===== config.mk =====
export PLATFORM = sky130hd
export DESIGN_NAME = fb_arbiter
export DESIGN_NICKNAME = d
export VERILOG_FILES = /design/src/rtl/fb_arbiter.sv
export SDC_FILE = /design/constraint.sdc
export NUM_CORES = 1
export LEC_CHECK = 0
export BUFFER_PORTS_ARGS = -buffer_cell sky130_fd_sc_hd__buf_4
export CAP_MARGIN = 20
export CORE_ASPECT_RATIO = 1.2
export CORE_MARGIN = 2
export CORE_UTILIZATION = 40
export CTS_CLUSTER_DIAMETER = 120
export DETAILED_ROUTE_END_ITERATION = 8
export GPL_ROUTABILITY_DRIVEN = 0
export HOLD_SLACK_MARGIN = 0.05
export PLACE_DENSITY = 0.64
export SYNTH_ARGS = -nofsm -noshare
export SYNTH_HDL_FRONTEND = slang
export SYNTH_SLANG_ARGS = --single-unit

===== constraint.sdc =====
create_clock -name CLOCK_50 -period 1.7 [get_ports CLOCK_50]
set_input_delay 0.17 -clock CLOCK_50 [delete_from_list [all_inputs] [get_ports CLOCK_50]]
set_output_delay 0.17 -clock CLOCK_50 [all_outputs]
set_load 0.02 [all_outputs]

===== src/rtl/fb_arbiter.sv =====
// fb_arbiter: shares one single-port framebuffer RAM between VGA scan-out reads
// (iPixEn=1 slots) and pixel-writer / clear-engine writes (iPixEn=0 slots), and
// expands the RGB332 read data to 10-bit VGA colour.
module fb_arbiter #(
  parameter int FB_W   = 160,
  parameter int FB_H   = 120,
  parameter int ADDR_W = 15
) (
  input  logic              CLOCK_50,
  input  logic              nRst,
  input  logic              iPixEn,
  input  logic [9:0]        iX,
  input  logic [9:0]        iY,
  input  logic              iImValid,
  output logic [9:0]        oRed,
  output logic [9:0]        oGreen,
  output logic [9:0]        oBlue,
  input  logic              iWrReq,
  input  logic [7:0]        iWrX,
  input  logic [6:0]        iWrY,
  input  logic [7:0]        iWrData,
  output logic              oWrAck,
  output logic              oWrErr,
  input  logic              iClear,
  input  logic [7:0]        iClearColor,
  output logic              oBusy,
  output logic [ADDR_W-1:0] oRamAddr,
  output logic              oRamWe,
  output logic [7:0]        oRamWData,
  input  logic [7:0]        iRamRData
);

  localparam int FB_N = FB_W * FB_H;
  localparam logic [ADDR_W-1:0] LAST_ADDR = ADDR_W'(FB_N - 1);

  typedef enum logic {IDLE = 1'b0, CLEAR = 1'b1} state_t;

  state_t            state, state_nxt;
  logic [ADDR_W-1:0] clr_cnt, cnt_nxt;
  logic [7:0]        clr_color, color_nxt;
  logic [ADDR_W-1:0] addr_nxt;
  logic              we_nxt, ack_nxt, err_nxt;
  logic [7:0]        wdata_nxt;
  logic [ADDR_W-1:0] scan_addr, wr_addr;
  logic              wr_in_range;
  logic              vld_p1, vld_p2;
  logic              unused_lsbs;

  // Row-major address; the default 160-wide buffer uses row*128 + row*32.
  function automatic logic [ADDR_W-1:0] pix_addr(input logic [9:0] col, input logic [9:0] row);
    logic [19:0] r20, c20, sum;
    r20 = {10'd0, row};
    c20 = {10'd0, col};
    if (FB_W == 160) sum = (r20 << 7) + (r20 << 5) + c20;
    else             sum = r20 * 20'(FB_W) + c20;
    return ADDR_W'(sum);
  endfunction

  // 3-bit channel to 10 bits by bit replication.
  function automatic logic [9:0] expand3(input logic [2:0] c);
    return {c, c, c, c[2]};
  endfunction

  // 2-bit channel to 10 bits by bit replication.
  function automatic logic [9:0] expand2(input logic [1:0] c);
    return {c, c, c, c, c};
  endfunction

  // Scan reads are 4x replicated, so the two pixel LSBs never address the RAM.
  assign unused_lsbs = ^{iX[1:0], iY[1:0]};
  assign scan_addr   = pix_addr({2'd0, iX[9:2]}, {2'd0, iY[9:2]});
  assign wr_addr     = pix_addr({2'd0, iWrX}, {3'd0, iWrY});
  assign wr_in_range = ({24'd0, iWrX} < 32'(FB_W)) && ({25'd0, iWrY} < 32'(FB_H));
  assign oBusy       = (state == CLEAR);

  // State register.
  always_ff @(posedge CLOCK_50 or negedge nRst) begin
    if (!nRst) state <= IDLE;
    else       state <= state_nxt;
  end

  // Next state: clear starts from any IDLE cycle and ends on the last fill write.
  always_comb begin
    state_nxt = state;
    unique case (state)
      IDLE:  if (iClear) state_nxt = CLEAR;
      CLEAR: if (!iPixEn && (clr_cnt == LAST_ADDR)) state_nxt = IDLE;
    endcase
  end

  // Slot decode: scan read, clear-engine write, or writer request (clear has priority).
  always_comb begin
    addr_nxt  = oRamAddr;
    we_nxt    = 1'b0;
    wdata_nxt = oRamWData;
    ack_nxt   = 1'b0;
    err_nxt   = 1'b0;
    cnt_nxt   = clr_cnt;
    color_nxt = clr_color;
    if (iPixEn) begin
      addr_nxt = scan_addr;
    end else if (state == CLEAR) begin
      addr_nxt  = clr_cnt;
      we_nxt    = 1'b1;
      wdata_nxt = clr_color;
      cnt_nxt   = clr_cnt + ADDR_W'(1);
    end else if (iWrReq && !iClear) begin
      ack_nxt = 1'b1;
      if (wr_in_range) begin
        addr_nxt  = wr_addr;
        we_nxt    = 1'b1;
        wdata_nxt = iWrData;
      end else begin
        err_nxt = 1'b1;
      end
    end
    if ((state == IDLE) && iClear) begin
      color_nxt = iClearColor;
      cnt_nxt   = '0;
    end
  end

  // RAM port, handshake pulses and clear-engine registers.
  always_ff @(posedge CLOCK_50 or negedge nRst) begin
    if (!nRst) begin
      oRamAddr  <= '0;
      oRamWe    <= 1'b0;
      oRamWData <= '0;
      oWrAck    <= 1'b0;
      oWrErr    <= 1'b0;
      clr_cnt   <= '0;
      clr_color <= '0;
    end else begin
      oRamAddr  <= addr_nxt;
      oRamWe    <= we_nxt;
      oRamWData <= wdata_nxt;
      oWrAck    <= ack_nxt;
      oWrErr    <= err_nxt;
      clr_cnt   <= cnt_nxt;
      clr_color <= color_nxt;
    end
  end

  // p1/p2: active-area flag follows the address and RAM stages; colour loads on scan edges.
  always_ff @(posedge CLOCK_50 or negedge nRst) begin
    if (!nRst) begin
      vld_p1 <= 1'b0;
      vld_p2 <= 1'b0;
      oRed   <= '0;
      oGreen <= '0;
      oBlue  <= '0;
    end else begin
      vld_p1 <= iImValid;
      vld_p2 <= vld_p1;
      if (iPixEn) begin
        oRed   <= vld_p2 ? expand3(iRamRData[7:5]) : '0;
        oGreen <= vld_p2 ? expand3(iRamRData[4:2]) : '0;
        oBlue  <= vld_p2 ? expand2(iRamRData[1:0]) : '0;
      end
    end
  end

endmodule


==> results of run 1 <==
## how the worst min path moves through the flow
| stage | startpoint | end | slack, ps | cells after the start |
|---|---|---|---|---|
| global placement | nRst | oGreen[8] | 290 | 1 |
| detailed placement | iImValid | vld_p1 | 280 | 1 |
| finish | iClearColor[6] | clr_color[6] | 80 | 2 |
| floorplan | nRst | clr_cnt[0] | -130 | 0 |
| CTS | iClearColor[6] | clr_color[6] | 70 | 2 |
| global route | iClearColor[6] | clr_color[6] | 70 | 2 |
## logic make-up (layout without fill, tap and decap cells)
family                   Yosys count  count (layout)
flip-flops                        60              60
AO/OA/AOI/OAI                     95              95
AND/OR/NAND/NOR                  117             117
adder cells (fa/ha/maj)           33              33
buffers and inverters             64             209
XOR/XNOR                           6               6
multiplexers                      36              36
## metrics by stage
stage	util	total power (W)
finish	0.578	0.00515
global route	0.578	0.00541
CTS	0.575	0.00515
detailed placement	0.530	0.00318
global placement	0.530	0.00314
floorplan	-	0.00257
## state kept, by name, summed over array words and instances, names as in the netlist, 2 cells and up
register / flops
clr_cnt: 15
oRamAddr: 15
clr_color: 8
oRamWData: 8
oGreen: 3
oRed: 3
oBlue: 2
## area by class of cell
class                      count  area (um^2)
clock buffer                  10          229
clock inverter                 6         88.8
tap                          123          154
multi-input combinational    287         2100
timing repair buffer         167         1290
sequential                    60         1500
inverter                      26          105
fill                         836         3990
## repair_timing
item | CTS | global route
setup endpoints to repair | 7 | 7
gates resized for setup | 15 | 5
hold buffers | 2 | 0
pin swaps | 19 | 12
setup buffers | 3 | 3
endpoints found under the hold margin | 61 | 0
## cell usage after synthesis, types with 8 or more instances
cell type / number
a21oi_1: 30
buf_4: 24
dfrtp_1: 60
ha_1: 29
inv_1: 26
mux2_2: 8
mux2i_1: 28
nand2_1: 34
nand3_1: 24
nor2_1: 24
o21ai_0: 34
## metal layers
| metal | vias to the layer above | GRT usage | part of all wire | routed length (um) |
|---|---|---|---|---|
| met5 | - | 0 | 0 | 0 |
| met4 | 0 | 0.0821 | 0.027 | 280 |
| met3 | 20 | 0.0277 | 0.035 | 356 |
| met2 | 90 | 0.341 | 0.52 | 5320 |
| met1 | 1666 | 0.246 | 0.42 | 4260 |
| li1 | 1717 | - | - | - |
## worst max-delay path: stages
cell and delay, ps:
buf_8 90, inv_8 30, fa_1 540, inv_2 50, fa_2 350, a211oi_2 290, nor2_2 90, or4b_4 490
a21boi_2 150, o22a_2 140
## power by group through the flow
stage | clock network, W | registers, W | logic, W
6_report | 0.00191 | 0.00178 | 0.00146
5_1_grt | 0.00201 | 0.00180 | 0.00160
4_1_cts | 0.00194 | 0.00177 | 0.00144
3_5_place_dp | 0 | 0.00179 | 0.00139
3_3_place_gp | 0 | 0.00178 | 0.00136
2_1_floorplan | 0 | 0.00187 | 0.000702
==> impl_results.md, run 1 <==
- Status: complete, but fails checks
- Failing checks: negative setup slack
- Reg2Reg Launch Point: clr_cnt[0]
- Share of cells above drive strength 1: 0.388
- TritonRoute pass-1 iters: 4
- R2R cell count: 5
- Root Driver: clkbuf_16
- Compound-cell area share of the yosys netlist: 0.150
- Critical path destination: oRamAddr[12]
- Placed cell areas: 0.00502 mm^2
- Port bufs: 117
- Slew margin rel.: 0.501
- XOR/XNOR Fraction of Synth Area: 0.0136
- TritonCTS Buffers: 9
- Syn-to-layout area delta: 41.8%
- PnR worst setup slack: -412 ps
- Global router's overall resource usage: 0.197
- Register bit total from synthesis: 60
- Routed len/inst: 15.1 um
- Hold WC Path Type: input pin to register
- Largest net degree at the start of global routing: 61
- Area of the core: 0.00947 mm^2
- Final setup TNS: -1790 ps
- Yosys warns: 0
- CTS tree: yes
- Clock-pin slew on the worst setup and hold paths: 50 ps
- Total gr overflow: 0
- Slew Limit Fails: 0
- Cells after synthesis: 411
- Worst endpoint required time: 1960 ps
- Io pins: 122
- First-pass GRT wire length: 16500 um
- Clock Path Buffers: 2
- Netlist cell types: 51
- Critical path class: input pin to register
- Share of the synthesized area in the top cell type: 0.389
- Sequential element share of the synthesized area: 0.389
- Clock latency on the worst-skew pair: 320 ps
- CP Launch Point: iWrY[2]
- Sequential power share: 0.345
- Vias in the first global route: 3460
- Crit. End Element: register
- Commonest cells after routing, fill and taps aside: 159 x buf_4, 60 x dfrtp_1, 34 x nand2_1
- # nets final: 649
- DR iter-0 viols: 211
- Final setup viols: 7
- Wirelength, routed: 10200 um
- Psw: 0.00153 W
- Sw frac: 0.298
- Worst Tran Pin Value: 748 ps
- Post-synth net total: 509
- Placed Cells incl. Taps: 656
- Clock share of power: 0.371
- # DRC: 0
- Starting Density: 0.408
- CP arrival: 2370 ps
- Num rows: 39
- Power per cell area: 940 mW/mm^2
- Die H: 112 um
- Min Hold Slack: 81.7 ps
- Most common cell after layout, fill and taps aside: buf_4
- H-tree levels: 3
- Post-Synthesis Cell Area: 0.00386 mm^2
- Final Hold Vio Count: 0
- Crit share post-route: 1.24
- Die area: 0.0105 mm^2
- Post-synthesis simple-gate area fraction: 0.147
- Post-synthesis adder-cell area fraction: 0.115
- Routed Antenna Nets: 0
- FF-to-FF End: clr_cnt[14]
- Ys flop type: dfrtp_1
- Detailed placer's ending HPWL: 7590 um
- Die X: 93.7 um
- CP Max Fanout: 4
- Max frequency: 473 MHz
- VDD IR-drop max: 0.605 mV
- Largest family of logic cells by synthesized area: compound AO/OA/AOI/OAI gates
- Vias: 3493
- Max_cap viols: 0
- CTS sink count: 60
- Leading area contributor after synthesis: dfrtp_1
- Vias/cell: 5.14
- EDFF count, synth: 0
- Leak: 2.85 nW
- R2R Setup Slk: 150 ps
- CP Launch Type: input pin
- Fin area: 0.00548 mm^2
- Pre-CTS WS: -680 ps
- Fin cells: 679
- Synth area leaders: dfrtp_1 39%, ha_1 9.4%, mux2i_1 7.3%, buf_4 4.7%, o21ai_0 4.4%
- Ant. Diodes: 0
- Initial antenna violation count: 0
- P_int: 0.00362 W
- Async SR Flop Fraction: 1.00
- Portion of netlist area occupied by mux cells: 0.0959
- Combinational share of power: 0.284
- Minimum clock period: 2110 ps
- Worst Skew: 7.08 ps
- RSZ-0062 raised after global routing: true
- Mapped Avg Cell Area: 9.39 um^2
(Power assumes the default switching activity.)
==> run 2: changes to the inputs <==
==> constraint.sdc (replaced) <==
create_clock -name CLOCK_50 -period 1.7 [get_ports CLOCK_50]
set_input_delay 0.255 -clock CLOCK_50 [delete_from_list [all_inputs] [get_ports CLOCK_50]]
set_output_delay 0.255 -clock CLOCK_50 [all_outputs]
set_load 0.02 [all_outputs]
==> run 2 against run 1 <==
The run still ends with negative setup slack left. Hold slack improved by 68 ps. Global-route usage grew 0.34 points. Cell area grew 0.64%. Clock skew shrank 0.74 ps. Die area stayed put. Fmax increased by 0.36%. Worst setup slack better by 7.5 ps. Critical path depth did not move. Count of clock-buffer cells in the layout fell by 1. Sequential share of layout area shrank 0.17 points. Sequential power barely moved. Critical endpoint unchanged.
==> impl_results.md, run 2 (synthesized netlist as in run 1, its figures left out) <==
- Die H: 112 um (unchanged)
- Die X: 93.7 um (unchanged)
- Hold WC Path Type: input pin to register (unchanged)
- Hold endpoint: clr_color[2] (was clr_color[6])
- Status: complete, but fails checks (unchanged)
- CTS sink count: 60 (unchanged)
- # DRC: 0 (unchanged)
- Registers with the most flip-flops: clr_cnt x15, oRamAddr x15 (unchanged)
- Combinational share of power: 0.289 (was 0.284)
- Slew Limit Fails: 0 (unchanged)
- Worst min-delay path startpoint: iClearColor[2] (was iClearColor[6])
- Root Driver: clkbuf_16 (unchanged)
- Critical Path Max Stage Delay: 540 ps (about the same)
- # nets final: 654 (was 649)
- Share of cells above drive strength 1: 0.396 (was 0.388)
- Vias in the first global route: 3506 (was 3460)
- VDD IR-drop max: 0.767 mV (was 0.605 mV)
- Crit share post-route: 1.24 (about the same)
- Clock-pin slew on the worst setup and hold paths: 60 ps (was 50 ps)
- TritonRoute pass-1 iters: 4 (unchanged)
- Most common cell after layout, fill and taps aside: buf_4 (unchanged)
- Sequential power share: 0.351 (was 0.345)
- Crit. End Element: register (unchanged)
- Io pins: 122 (unchanged)
- Global router's overall resource usage: 0.201 (was 0.197)
- CP delay by family, top: adder cells (unchanged)
- CP arrival: 2370 ps (about the same)
- Worst path slowest cell: fa_1 (unchanged)
- Worst Tran Pin Value: 431 ps (was 748 ps)
- Initial antenna violation count: 0 (unchanged)
- CP Max Fanout: 3 (was 4)
- Power per cell area: 913 mW/mm^2 (was 940 mW/mm^2)
- Final Hold Vio Count: 0 (unchanged)
- Area of the core: 0.00947 mm^2 (unchanged)
- First-pass GRT wire length: 16600 um (was 16500 um)
- Leak: 2.88 nW (was 2.85 nW)
- H-tree levels: 3 (unchanged)
- RSZ-0062 raised after global routing: true (unchanged)
- Failing checks: negative setup slack (unchanged)
- Routed len/inst: 14.7 um (was 15.1 um)
- Largest net degree at the start of global routing: 35 (was 61)
- Final setup viols: 7 (unchanged)
- Port bufs: 117 (unchanged)
- Vias: 3457 (was 3493)
- Fin cells: 684 (was 679)
- CP Launch Point: iWrY[2] (unchanged)
- Num rows: 39 (unchanged)
- Slew margin rel.: 0.712 (was 0.501)
- Detailed placer's ending HPWL: 7840 um (was 7590 um)
- Placed cell areas: 0.00508 mm^2 (was 0.00502 mm^2)
- Psw: 0.00156 W (was 0.00153 W)
- WP buf/inv: 3 (unchanged)
- Clock latency on the worst-skew pair: 330 ps (was 320 ps)
- Placed Cells incl. Taps: 661 (was 656)
- PnR worst setup slack: -405 ps (was -412 ps)
- Reg2Reg Launch Point: clr_cnt[0] (unchanged)
- Wirelength, routed: 10100 um (was 10200 um)
- CP Launch Type: input pin (unchanged)
- Fin area: 0.00551 mm^2 (was 0.00548 mm^2)
- Total gr overflow: 0 (unchanged)
- Pre-CTS WS: -841 ps (was -680 ps)
- Core Util, Final: 0.582 (was 0.578)
- R2R cell count: 5 (unchanged)
- Syn-to-layout area delta: 42.8% (was 41.8%)
- TritonCTS Buffers: 9 (unchanged)
- Clock share of power: 0.360 (was 0.371)
- FF-to-FF End: clr_cnt[14] (unchanged)
- CTS tree: yes (unchanged)
- Vias/cell: 5.05 (was 5.14)
- Hold depth: 2 (unchanged)
- Final setup TNS: -1910 ps (was -1790 ps)
- Ant. Diodes: 0 (unchanged)
- Critical path class: input pin to register (unchanged)
- Clock Path Buffers: 2 (unchanged)
- Die area: 0.0105 mm^2 (unchanged)
- Minimum clock period: 2100 ps (was 2110 ps)
- DR iter-0 viols: 205 (was 211)
- Critical path cell sequence: buf_8 > inv_8 > fa_1 > inv_2 > fa_2 > a211oi_2 > nor2_2 > or4b_4 > a21boi_2 > o22a_2 (unchanged)
- P_int: 0.00347 W (was 0.00362 W)
- Starting Density: 0.408 (unchanged)
- Sw frac: 0.311 (was 0.298)
- Max_cap viols: 0 (unchanged)
- Commonest cells after routing, fill and taps aside: 164 x buf_4, 60 x dfrtp_1, 34 x nand2_1 (was 159 x buf_4, 60 x dfrtp_1, 34 x nand2_1)
- Worst endpoint required time: 1970 ps (was 1960 ps)
- R2R Setup Slk: 140 ps (was 150 ps)
- Routed Antenna Nets: 0 (unchanged)
- Worst Skew: 6.33 ps (was 7.08 ps)
- Max frequency: 475 MHz (was 473 MHz)
run 2: changes by cell type in the layout (fill, tap and decap cells not counted), moves of 2 or more:
cell | before | now
buf_4 | 159 | 164
buf_6 | 4 | 1
buf_12 | 1 | 3
o21ai_1 | 5 | 7
run 2: power by group through the flow:
stage / Sequential (W) / Clock (W) / Combinational [W]
after detailed placement: 0.00179 / 0 / 0.00140
after CTS: 0.00177 / 0.00184 / 0.00146
after global placement: 0.00178 / 0 / 0.00138
final: 0.00177 / 0.00181 / 0.00146
after floorplan: 0.00187 / 0 / 0.000704
after global routing: 0.00179 / 0.00190 / 0.00159
run 2: worst max-delay path by stage:
stage,end,slack (ps),cells past startpoint
5_1_grt,oRamAddr[12],-470,10
2_1_floorplan,oRamAddr[12],-540,9
3_3_place_gp,oRamAddr[12],-730,10
3_5_place_dp,oRamAddr[12],-840,10
4_1_cts,oRamAddr[12],-420,10
6_report,oRamAddr[12],-400,10
run 2: repair_timing:
item / in CTS / in global routing
endpoints found under the hold margin: 30 / 0
buffers inserted: 12 / 1
setup endpoints to repair: 7 / 7
pin swaps: 16 / 7
gates resized for setup: 14 / 3
hold buffers: 2 / 0
run 2: cell type report:
cell class,instances,area [um^2]
Fill cell,853,3960
Multi-Input combinational cell,287,2090
Sequential cell,60,1500
Clock inverter,7,76.3
Clock buffer,9,225
Timing Repair Buffer,172,1350
Inverter,26,108
Tap cell,123,154
run 2: metal layers:
| layer | track usage | up-vias | wire, um | part of all wire |
|---|---|---|---|---|
| li1 | - | 1731 | - | - |
| met1 | 0.247 | 1620 | 4160 | 0.41 |
| met2 | 0.341 | 86 | 5240 | 0.52 |
| met3 | 0.0325 | 20 | 406 | 0.040 |
| met5 | 0 | - | 0 | 0 |
| met4 | 0.0947 | 0 | 246 | 0.024 |
run 2: worst register-to-register path, stage by stage (launching register included):
cell	delay (ps)
dfrtp_1	420
ha_1	230
and3_1	230
and2_1	260
nand4_1	150
mux2i_1	140
run 2: metrics by stage:
step                total power (W)  hold WS [ps]
detailed placement          0.00319           225
finish                      0.00503           149
floorplan                   0.00258         -40.6
global placement            0.00316           223
global route                0.00528           153
CTS                         0.00507           145
